### config.mk
export PLATFORM = sky130hd
export DESIGN_NAME = uart_rx_receiver_flat
export DESIGN_NICKNAME = d
export VERILOG_FILES = /design/src/rtl/uart_rx_receiver_if.sv /design/src/rtl/uart_rx_receiver.sv /design/src/flat_wrapper.sv
export SDC_FILE = /design/constraint.sdc
export NUM_CORES = 1
export LEC_CHECK = 0
export ABC_AREA = 1
export CORE_ASPECT_RATIO = 0.75
export CORE_UTILIZATION = 48
export DETAILED_ROUTE_END_ITERATION = 8
export PLACE_DENSITY_LB_ADDON = 0.12
export SLEW_MARGIN = 40
export SYNTH_ARGS = -nofsm -noshare
export SYNTH_HDL_FRONTEND = slang
export SYNTH_SLANG_ARGS = --single-unit
### constraint.sdc
create_clock -name i_clk -period 1.34 [get_ports i_clk]
set_clock_uncertainty 0.05 [all_clocks]
set_input_delay 0.134 -clock i_clk [delete_from_list [all_inputs] [get_ports i_clk]]
set_output_delay 0.134 -clock i_clk [all_outputs]
set_load 0.03 [all_outputs]
### src/rtl/uart_rx_receiver_if.sv
// uart_rx_receiver_if: received-byte valid/ready channel between the UART receiver and its consumer
//   o_data   8  received byte, driven by the receiver
//   o_valid  1  o_data holds an unconsumed byte
//   i_ready  1  consumer accepts the byte; a transfer happens when o_valid & i_ready
//   master   receiver side; slave consumer side
interface uart_rx_receiver_if;
    logic [7:0] o_data;
    logic       o_valid;
    logic       i_ready;
    modport master (output o_data, output o_valid, input i_ready);
    modport slave (input o_data, input o_valid, output i_ready);
endinterface

### src/rtl/uart_rx_receiver.sv
// uart_rx_receiver: 8N1 UART receiver delivering bytes on a valid/ready channel with sticky error flags
//   i_clk        system clock, rising edge
//   i_rst        synchronous active-high reset
//   i_rxd        asynchronous serial input, idle high
//   i_clr_err    one-cycle pulse clearing o_frame_err and o_overrun
//   rx           valid/ready byte channel (master side)
//   o_busy       a frame is in progress (FSM not idle)
//   o_frame_err  sticky: stop bit sampled low
//   o_overrun    sticky: byte completed while the holding register was still full
module uart_rx_receiver #(
    parameter int CLK_FREQ_HZ = 25_000_000,
    parameter int BAUD_RATE   = 1_000_000
) (
    input  logic                i_clk,
    input  logic                i_rst,
    input  logic                i_rxd,
    input  logic                i_clr_err,
    uart_rx_receiver_if.master  rx,
    output logic                o_busy,
    output logic                o_frame_err,
    output logic                o_overrun
);
    localparam int DIV  = CLK_FREQ_HZ / BAUD_RATE;
    localparam int HALF = DIV / 2;
    localparam int CW   = $clog2(DIV);
    localparam logic [2:0] S_IDLE  = 3'd0;
    localparam logic [2:0] S_START = 3'd1;
    localparam logic [2:0] S_DATA  = 3'd2;
    localparam logic [2:0] S_STOP  = 3'd3;
    localparam logic [2:0] S_BREAK = 3'd4;
    logic [1:0]    sync_q, sync_d;
    logic [2:0]    state_q, state_d;
    logic [CW-1:0] cnt_q, cnt_d;
    logic [2:0]    idx_q, idx_d;
    logic [7:0]    shift_q, shift_d;
    logic [7:0]    data_q, data_d;
    logic          valid_q, valid_d;
    logic          ferr_q, ferr_d;
    logic          ovr_q, ovr_d;
    logic          ferr_set, ovr_set;
    logic          rx_s;
    assign rx_s   = sync_q[1];
    assign sync_d = {sync_q[0], i_rxd};
    always_comb begin
        state_d  = state_q;
        cnt_d    = cnt_q + 1'b1;
        idx_d    = idx_q;
        shift_d  = shift_q;
        data_d   = data_q;
        valid_d  = valid_q & ~rx.i_ready;
        ferr_set = 1'b0;
        ovr_set  = 1'b0;
        case (state_q)
            S_IDLE: begin
                cnt_d = '0;
                if (!rx_s) state_d = S_START;
            end
            S_START: begin
                // mid-start-bit check rejects glitches shorter than half a bit
                if (cnt_q == CW'(HALF - 1)) begin
                    cnt_d   = '0;
                    idx_d   = 3'd0;
                    state_d = rx_s ? S_IDLE : S_DATA;
                end
            end
            S_DATA: begin
                if (cnt_q == CW'(DIV - 1)) begin
                    cnt_d   = '0;
                    shift_d = {rx_s, shift_q[7:1]};
                    idx_d   = idx_q + 1'b1;
                    if (idx_q == 3'd7) state_d = S_STOP;
                end
            end
            S_STOP: begin
                if (cnt_q == CW'(DIV - 1)) begin
                    cnt_d = '0;
                    if (rx_s) begin
                        state_d = S_IDLE;
                        // a byte consumed in this same cycle frees the register
                        if (!valid_q || rx.i_ready) begin
                            data_d  = shift_q;
                            valid_d = 1'b1;
                        end else begin
                            ovr_set = 1'b1;
                        end
                    end else begin
                        ferr_set = 1'b1;
                        state_d  = S_BREAK;
                    end
                end
            end
            S_BREAK: begin
                // a held-low line must return high before a new start bit counts
                cnt_d = '0;
                if (rx_s) state_d = S_IDLE;
            end
            default: begin
                cnt_d   = '0;
                state_d = S_IDLE;
            end
        endcase
        // a set event in the clearing cycle wins
        ferr_d = ferr_set | (ferr_q & ~i_clr_err);
        ovr_d  = ovr_set | (ovr_q & ~i_clr_err);
    end
    always_ff @(posedge i_clk) begin
        if (i_rst) begin
            sync_q  <= 2'b11;
            state_q <= S_IDLE;
            cnt_q   <= '0;
            idx_q   <= 3'd0;
            shift_q <= 8'h00;
            data_q  <= 8'h00;
            valid_q <= 1'b0;
            ferr_q  <= 1'b0;
            ovr_q   <= 1'b0;
        end else begin
            sync_q  <= sync_d;
            state_q <= state_d;
            cnt_q   <= cnt_d;
            idx_q   <= idx_d;
            shift_q <= shift_d;
            data_q  <= data_d;
            valid_q <= valid_d;
            ferr_q  <= ferr_d;
            ovr_q   <= ovr_d;
        end
    end
    assign rx.o_data   = data_q;
    assign rx.o_valid  = valid_q;
    assign o_busy      = state_q != S_IDLE;
    assign o_frame_err = ferr_q;
    assign o_overrun   = ovr_q;
endmodule

### src/flat_wrapper.sv
// flat-port wrapper written by rule: the top's interface ports become plain ports
module uart_rx_receiver_flat 
#(
    parameter int CLK_FREQ_HZ = 25_000_000,
    parameter int BAUD_RATE   = 1_000_000
)
  (i_clk, i_rst, i_rxd, i_clr_err, o_busy, o_frame_err, o_overrun, rx_o_data, rx_o_valid, rx_i_ready);
  uart_rx_receiver_if rx_i ();
  input  logic i_clk;
  input  logic i_rst;
  input  logic i_rxd;
  input  logic i_clr_err;
  output logic o_busy;
  output logic o_frame_err;
  output logic o_overrun;
  output wire logic [$bits(rx_i.o_data)-1:0] rx_o_data;
  output wire logic [$bits(rx_i.o_valid)-1:0] rx_o_valid;
  input wire logic [$bits(rx_i.i_ready)-1:0] rx_i_ready;
  assign rx_o_data = rx_i.o_data;
  assign rx_o_valid = rx_i.o_valid;
  assign rx_i.i_ready = rx_i_ready;
  uart_rx_receiver #(.CLK_FREQ_HZ(CLK_FREQ_HZ), .BAUD_RATE(BAUD_RATE)) u_core (.i_clk(i_clk), .i_rst(i_rst), .i_rxd(i_rxd), .i_clr_err(i_clr_err), .rx(rx_i), .o_busy(o_busy), .o_frame_err(o_frame_err), .o_overrun(o_overrun));
endmodule
After elaboration in Yosys (flattened, before gate mapping):

Cells that the tools add are included.

* $add $sub $neg: 2
* $mul: 0
* mux-type cells: 26
* bitwise gates (word level): 7
* reductions and logical operators: 10
* shift operators: 0
* div/mod/pow operators: 0
* magnitude comparators: 0
* equal/unequal tests: 13

Operators by type and width (number)
* $mux W3: 9
* $pmux W3 S5: 1
* $mux W1: 11
* $mux W5: 2
* $ne A2 B1 Y1 const B: 5
* $pmux W5 S2: 1
* $eq A3 B2 Y1 const B: 2
* $eq A3 B3 Y1 const B: 2
* $pmux W3 S2: 1
* $reduce_and A6 Y1: 1
* $add A5 B1 Y5 const B: 1
* $eq A5 B4 Y1 const B: 1
* $eq A5 B5 Y1 const B: 1
* $reduce_and A4 Y1: 1
* $add A3 B1 Y3 const B: 1
* $and A1 B1 Y1: 3
* $eq A3 B1 Y1 const B: 1
* $logic_not A3 Y1: 1
* $reduce_and A3 Y1: 1
* $reduce_bool A3 Y1: 1
* $mux W2: 1
* $ne A2 B2 Y1 const B: 1
* $not A1 Y1: 2
* $or A1 B1 Y1: 2
* 5 further kinds: 5

* ROM bits: 0
* memories: 0
* latch bits: 0
* output and inout bits: 12
* word-level logic and storage cells: 67
* bits of input ports: 5
* memory bits (writable): 0
* bits in registers: 32

Logic depth before layout (Yosys ltp):

* word-level depth: 7
* gate-level depth with buffers: 12
* gate-level depth less buffers: 12

Worst setup path before layout:

OpenSTA, ideal clock, no wires.

* path type: flip-flop to flip-flop
* start: register u_core.cnt_q[0]
* end: register u_core.state_q[1]
* arrival: 1204 ps
* stages on the path, launching flop included: 13
* path buffers: 0
* data required time: 1177 ps
* clock period less this slack: 1366 ps
* setup time: 113 ps
* setup slack: -26 ps
* cells stage by stage: dfxtp_1 inv_1 ha_1 nand2_1 inv_1 nand2_1 nand2_1 nand2_1 nor2_1 nand2_1 nand2_1 nand2_1 nor2_1

* word-level cells in the longest chain between the ends: 3
* elaborated cells between the ends (all ways): 6
* those cells by class: 5 x eq/ne; 1 x reduce/logical

RTL lines
* start, declared: line uart_rx_receiver.sv:33 `logic [CW-1:0] cnt_q, cnt_d;`
* start signal, assigned: line uart_rx_receiver.sv:120 `cnt_q <= cnt_d;`
* $eq A5 B5 Y1 / $eq A5 B4 Y1 (equally long branches): line uart_rx_receiver.sv:67, uart_rx_receiver.sv:75, uart_rx_receiver.sv:60
* $ne A2 B1 Y1 (no source line)
* $reduce_and A6 Y1 (no source line) *
* end signal, assigned: line uart_rx_receiver.sv:119 `state_q <= state_d;`
* end, declared: line uart_rx_receiver.sv:32 `logic [2:0] state_q, state_d;`

Every way passes the cells marked *; elsewhere a longest branch is shown, timed or not.
A chain may end at the register's enable or synchronous reset.

Worst setup path in the final report:

Ends and elaborated chain as after synthesis.

==> impl_metrics.sql <==
INSERT INTO impl_metrics (metric_group, metric, value, unit) VALUES
('run_status', 'status', 'complete, but fails checks', ''),
('run_status', 'violations', 'negative setup slack', ''),
('critical_path', 'crit_family', 'simple AND/OR/NAND/NOR gates', ''),
('critical_path', 'critPathBufInv', '2', ''),
('clock_network', 'cts_root_buffer', 'sky130_fd_sc_hd__clkbuf_8', ''),
('place', 'hpwl', '1.94', 'mm'),
('worst_hold_path', 'min-delay-path-class', 'reg -> reg', ''),
('yosys', 'postSynth.asyncResetShare', '0', '%'),
('yosys', 'ys_warnings', '0', ''),
('pwr', 'pwr-share-clk', '36.1', '%'),
('place', 'port_buffers', '16', ''),
('route', 'wl_per_cell', '12.9', 'um'),
('critical_path', 'critical_path_required', '1480', 'ps'),
('clock_network', 'clk_pin_slew', '70', 'ps'),
('final_layout', 'final_layout_size_suffix_gt1_share', '36.7', '%'),
('sta', 'hold_violations', '0', ''),
('yosys', 'postSynth.topFlopCell', 'sky130_fd_sc_hd__dfxtp_1', ''),
('final_layout', 'finish.net_count', '215', ''),
('critical_path', 'setup.worst_path.start_class', 'flop', ''),
('critical_path', 'cp.arrival', '1620', 'ps'),
('pwr', 'sequential_fraction_of_design_power', '41.5', '%'),
('yosys', 'synth.net_count', '174', ''),
('floorplanning', 'die_h', '48.0', 'um'),
('sta', 'postLayoutSetupSlackWorst', '-141', 'ps'),
('sta', 'maxSlewViolCount', '0', ''),
('yosys', 'ys_top_cells_by_count', '32 x sky130_fd_sc_hd__dfxtp_1, 20 x sky130_fd_sc_hd__nand2_1, 19 x sky130_fd_sc_hd__inv_1', ''),
('sta', 'timing.hold.ws', '360', 'ps'),
('yosys', 'synthCells', '165', ''),
('floorplanning', 'effective_utilization_at_floorplan', '51.3', '%'),
('route', 'viasPerCell', '5.04', ''),
('pwr', 'power.ir.vdd_worst', '0.000961', 'V'),
('yosys', 'synth_area', '1360', 'um2'),
('clock_network', 'cts_buffers', '5', ''),
('floorplanning', 'die_w', '63.4', 'um'),
('sta', 'worst_slew_margin_rel', '74.7', '%'),
('yosys', 'syn_avg_cell_area', '8.21', 'um2'),
('yosys', 'synth.largest_area_cell', 'sky130_fd_sc_hd__dfxtp_1', ''),
('run', 'cap_violations', '0', ''),
('critical_path', 'critical_path.max_fanout', '4', ''),
('clock_network', 'htree_num_levels', '2', ''),
('sta', 'tightest_slew', '376', 'ps'),
('route', 'drtAntennaViolNets', '0', ''),
('global_route', 'remaining_overflow_grt', '0', ''),
('route', 'via_count', '1224', ''),
('clock_network', 'postCtsHoldBufs', '0', ''),
('final_layout', 'instances_no_fill', '243', ''),
('clock_network', 'cts_buffer_depth', '2', ''),
('pwr', 'switching_share', '28.6', '%'),
('yosys', 'ys_ff_latch', '32', ''),
('sta', 'finalSetupViolCount', '17', ''),
('final_layout', 'post-route-util', '74.4', '%'),
('floorplanning', 'rows', '16', ''),
('pwr', 'power.net_switching', '707', 'uW'),
('final_layout', 'fillers', '184', ''),
('sta', 'fmaxAchievable', '675', 'MHz'),
('critical_path', 'critical_path.cell_chain', 'inv_2 > ha_4 > nand2_4 > nor2_4 > buf_6 > nor2_4 > nor2_4 > nand2_4 > nor2_2 > nor2_1', ''),
('place', 'gp_congestion', '0.796', ''),
('floorplanning', 'pin_count', '17', ''),
('route', 'number_of_iterations_in_the_first_detailed_routing_pass', '4', ''),
('global_route', 'initial_antenna_violation_count', '0', ''),
('floorplanning', 'die_area', '3040', 'um2'),
('global_route', 'grtUsageTotal', '21.2', '%'),
('final_layout', 'area_growth', '45.1', '%'),
('sta', 'rsz_0062_raised_after_global_routing', 'true', ''),
('pwr', 'cell_internal_pwr', '1.77', 'mW'),
('yosys', 'number_of_enable_type_register_cells_in_the_synthesized_netlist', '0', ''),
('final_layout', 'antenna-diode-count', '0', ''),
('critical_path', 'worstSetupEndpointType', 'flop', ''),
('yosys', 'synth_sequential_area_ratio', '47.3', '%'),
('clock_network', 'number_of_clock_sinks_seen_by_cts', '32', ''),
('clock_network', 'worstSkewPairLatency', '290', 'ps');
==> registers in the layout (all words and copies together) (netlist names) <==
register / cells
u_core.rx.o_data: 8
u_core.state_q: 3
u_core.cnt_q: 5
u_core.rx.o_valid: 1
u_core.idx_q: 3
u_core.o_frame_err: 1
u_core.shift_q: 8
u_core.o_overrun: 1
u_core.sync_q: 2
==> through the flow <==
step	area, um2	TNS [ps]
final	1970	-1010
after global routing	1970	-2490
after CTS	1900	-398
after detailed placement	1710	-1760
after global placement	1710	-452
after floorplan	1360	0
==> power groups by stage <==
stage,Sequential (mW),Clock (mW),Combinational [mW]
2_1_floorplan,1.03,0,0.237
3_3_place_gp,1.03,0,0.371
3_5_place_dp,1.03,0,0.382
4_1_cts,1.02,0.906,0.479
5_1_grt,1.03,0.950,0.606
6_report,1.03,0.892,0.556
==> metal layers <==
metal / routed length (um) / part of all wire, % / GRT usage (%)
met1: 1460 / 46 / 25.9
met2: 1470 / 47 / 34.0
met3: 169 / 5.4 / 6.90
met4: 46 / 1.5 / 12.7
met5: 0 / 0 / 0
==> cell usage in the layout (no fill, tap or decap), types with 2 or more instances in the layout <==
cell                              Yosys  final
sky130_fd_sc_hd__buf_12               0      3
sky130_fd_sc_hd__buf_4                0     18
sky130_fd_sc_hd__o21ai_2              3      5
sky130_fd_sc_hd__dfxtp_2              0      3
sky130_fd_sc_hd__buf_6                1      2
sky130_fd_sc_hd__clkbuf_8             0      5
sky130_fd_sc_hd__a21oi_1             18     15
sky130_fd_sc_hd__ha_1                 4      3
sky130_fd_sc_hd__nand2_4              0      4
sky130_fd_sc_hd__a211oi_1             2      2
sky130_fd_sc_hd__nor3_1               2      2
sky130_fd_sc_hd__or2_2                2      2
sky130_fd_sc_hd__o21ai_1              1     10
sky130_fd_sc_hd__nand3b_1             2      2
sky130_fd_sc_hd__o21ai_0             15      4
sky130_fd_sc_hd__nor2_1              15     11
sky130_fd_sc_hd__nand3_1              7      6
sky130_fd_sc_hd__dlygate4sd2_1        0     11
sky130_fd_sc_hd__nand2_1             20     11
sky130_fd_sc_hd__xor2_1               2      2
sky130_fd_sc_hd__inv_2                1      4
sky130_fd_sc_hd__nand2_2              2      7
sky130_fd_sc_hd__a21oi_2              2      5
sky130_fd_sc_hd__nor2_4               2      6
sky130_fd_sc_hd__dfxtp_1             32     28
sky130_fd_sc_hd__inv_1               19     16
sky130_fd_sc_hd__clkdlybuf4s50_1      0      4
sky130_fd_sc_hd__nor2_2               5      5
==> area by class of cell <==
class	instances	area, um2	area share, %
Sequential cell	32	648	33.0
Inverter	20	75.1	3.82
Clock inverter	2	35.0	1.78
Multi-Input combinational cell	109	736	37.4
Tap cell	36	45.0	2.29
Timing Repair Buffer	38	354	18.0
Clock buffer	6	72.6	3.69
==> logic make-up (layout without fill, tap and decap cells) <==
logic type / after synthesis / after routing / share of synthesized area [%]
compound gates: 42 / 42 / 17.4
simple gates: 60 / 60 / 21.6
flops: 32 / 32 / 47.3
fa+ha+maj: 4 / 4 / 3.69
xor+xnor: 3 / 3 / 1.94
buf+inv: 24 / 66 / 8.12
==> worst paths after layout <==
check,from,end,slack [ps],cells past startpoint
setup reg to reg,u_core.cnt_q[0],u_core.state_q[1],-140,10
hold / removal,u_core.sync_q[0],u_core.sync_q[1],360,1
hold reg to reg,u_core.sync_q[0],u_core.sync_q[1],360,1
setup / recovery,u_core.cnt_q[0],u_core.state_q[1],-140,10
==> timing repair <==
item / CTS / global route
setup endpoints to repair: 38 / 29
buffers inserted: 3 / 2
gates resized for setup: 35 / 28
pin swaps: 10 / 10
Note: power is estimated with default switching activity, not from simulation.
==> variant, RTL diff (same settings) <==
`shift_q` and `data_q` no longer have a reset.
--- a/src/rtl/uart_rx_receiver.sv
+++ b/src/rtl/uart_rx_receiver.sv
@@ -110,6 +110,4 @@
             cnt_q   <= '0;
             idx_q   <= 3'd0;
-            shift_q <= 8'h00;
-            data_q  <= 8'h00;
             valid_q <= 1'b0;
             ferr_q  <= 1'b0;
@@ -120,10 +118,13 @@
             cnt_q   <= cnt_d;
             idx_q   <= idx_d;
-            shift_q <= shift_d;
-            data_q  <= data_d;
             valid_q <= valid_d;
             ferr_q  <= ferr_d;
             ovr_q   <= ovr_d;
         end
+    end
+
+    always_ff @(posedge i_clk) begin
+        shift_q <= shift_d;
+        data_q  <= data_d;
     end
     assign rx.o_data   = data_q;
Formal check against the unedited RTL: same outputs for any inputs over 10 cycles, from zero or initial values and one cycle with i_rst high; that may be too few to reach the edited logic, so the function may still have changed.
==> variant against the unedited design <==
The run still ends with negative setup slack left; maximum frequency up 3.0%; clock power down 20%; area after synthesis down 2.8%; setup slack better by 43 ps; via count down 23%; routed wire length down 23%; sequential share of layout area up 11 points; total power down 4.2%; sequential cell count unchanged; global-route usage down 2.8 points; cell area down 7.3%; critical path type unchanged.
==> variant: results (changes against the unedited design) <==
metric;value;unit;change
place_ws;-104;ps;was -129 ps
status;finished with violations;;unchanged
finalWeightedCongestion;0.846;;was 0.796
seq_area_frac_synth;60.8;%;was 47.3%
synth_fa_ha_area_share;3.80;%;was 3.69%
ys_types;27;;was 29
ctsRootBufferMaster;clkbuf_4;;was clkbuf_8
peakVddDrop;768;µV;was 961 µV
final.setup.worst_slack;-97.2;ps;was -141 ps
htree_levels;2;;unchanged
fin_nets;171;;was 215
wl_per_cell;12.1;µm;was 12.9 µm
placedCellCount;188;;was 232
drtIter0Drc;19;;was 41
synth_cells;122;;was 165
worstPathArrival;1400;ps;was 1620 ps
synth_compound_area_share;5.79;%;was 17.4%
violations;negative setup slack;;unchanged
grt_max_degree;12;;was 20
grt_first_pass_wirelength;3940;µm;was 4770 µm
synthTopCellsByArea;edfxtp_1 36%, dfxtp_1 24%, nand2_1 4.6%;;was dfxtp_1 47%, a21oi_1 6.6%, nand2_1 5.5%
grt_pass1_vias;895;;was 1099
p_leak;0.736;nW;was 0.852 nW
setup_viol;20;;was 17
dpl.hpwl;1790;µm;was 1940 µm
hp-class;primary input to flop;;was flop to flop
vias_per_cell;4.76;;was 5.04
clkTransAtPathRegs;110;ps;was 70 ps
syn_nets;131;;was 174
grt_use_total;18.4;%;was 21.2%
drive_gt1_share;41.1;%;was 36.7%
synth-edff-count;16;;was 0
ys_top_cells_by_count;16 x dfxtp_1, 16 x edfxtp_1, 16 x nand2_1;;was 32 x dfxtp_1, 20 x nand2_1, 19 x inv_1
yosysWarnings;0;;unchanged
tightest_slew;323;ps;was 376 ps
clk_latency;320;ps;was 290 ps
num_vias;947;;was 1224
crit_fanout;8;;was 4
-- variant: changes by cell type in the layout (fill, tap and decap cells not counted), sizes merged, moves of 4 or more --
| cell | unedited run | this run |
|---|---|---|
| inv | 20 | 13 |
| nor2 | 22 | 18 |
| buf | 23 | 19 |
| o21ai | 19 | 4 |
| a21oi | 20 | 7 |
| edfxtp | 0 | 16 |
| dfxtp | 32 | 16 |
-- variant: area by class of cell --
type | instances | area [µm²] | share of cell area [%]
repair buffers | 34 | 307 | 16.8
clock buffers | 5 | 37.5 | 2.06
clock inverters | 3 | 42.5 | 2.33
flip-flops and latches | 32 | 807 | 44.3
inverters | 13 | 48.8 | 2.68
well taps | 36 | 45.0 | 2.47
multi-input cells | 76 | 536 | 29.4
-- variant: critical path, stage by stage, from the launching register on --
cell and delay (ps):
dfxtp_2 350, inv_2 60, ha_4 140, nand2_4 50
nor2_4 130, nand3_2 120, nor2_4 230
-- variant: metal layers --
metal	vias up	GRT usage, %	share of wire, %
li1	488	-	-
met1	439	23.2	48
met2	16	30.0	48
met3	4	5.10	3.3
met4	0	9.77	1.1
met5	-	0	0
-- variant: cells by family (layout without fill, tap and decap cells) --
kind of cell	after synthesis	count (layout)
flops	32	32
xor+xnor	3	3
compound gates	13	13
fa+ha+maj	4	4
buf+inv	14	55
simple gates	56	56
-- variant: timing repair --
action | in CTS | in global routing
resized for setup | 22 | 6
pin swaps | 3 | 3
setup buffers | 3 | 1
cloned | 0 | 0
endpoints found under the setup margin | 35 | 26
-- variant: power breakdown --
part / switching [W] / total (W) / internal [W]
logic: 0.000316 / 0.000576 / 0.000260
registers: 0.0000265 / 0.00108 / 0.00105
clock network: 0.000327 / 0.000716 / 0.000389
-- variant: stage by stage --
stage	instance area [µm²]	setup TNS (ps)	power, W	hold slack (ps)
2_1_floorplan	1360	-11.1	0.00143	188
3_3_place_gp	1680	-454	0.00157	350
3_5_place_dp	1680	-870	0.00158	359
4_1_cts	1800	-1000	0.00237	320
5_1_grt	1820	-2780	0.00250	320
6_report	1820	-976	0.00237	326
-- variant: path summary, 6_finish.rpt --
| check | cells past startpoint | startpoint | endpoint | slack, ps |
|---|---|---|---|---|
| setup / recovery | 6 | u_core.cnt_q[1] | u_core.rx.o_data[1] | -100 |
| hold / removal | 2 | i_rxd | u_core.sync_q[0] | 330 |
| setup reg to reg | 6 | u_core.cnt_q[1] | u_core.rx.o_data[1] | -100 |
| hold reg to reg | 1 | u_core.sync_q[0] | u_core.sync_q[1] | 380 |
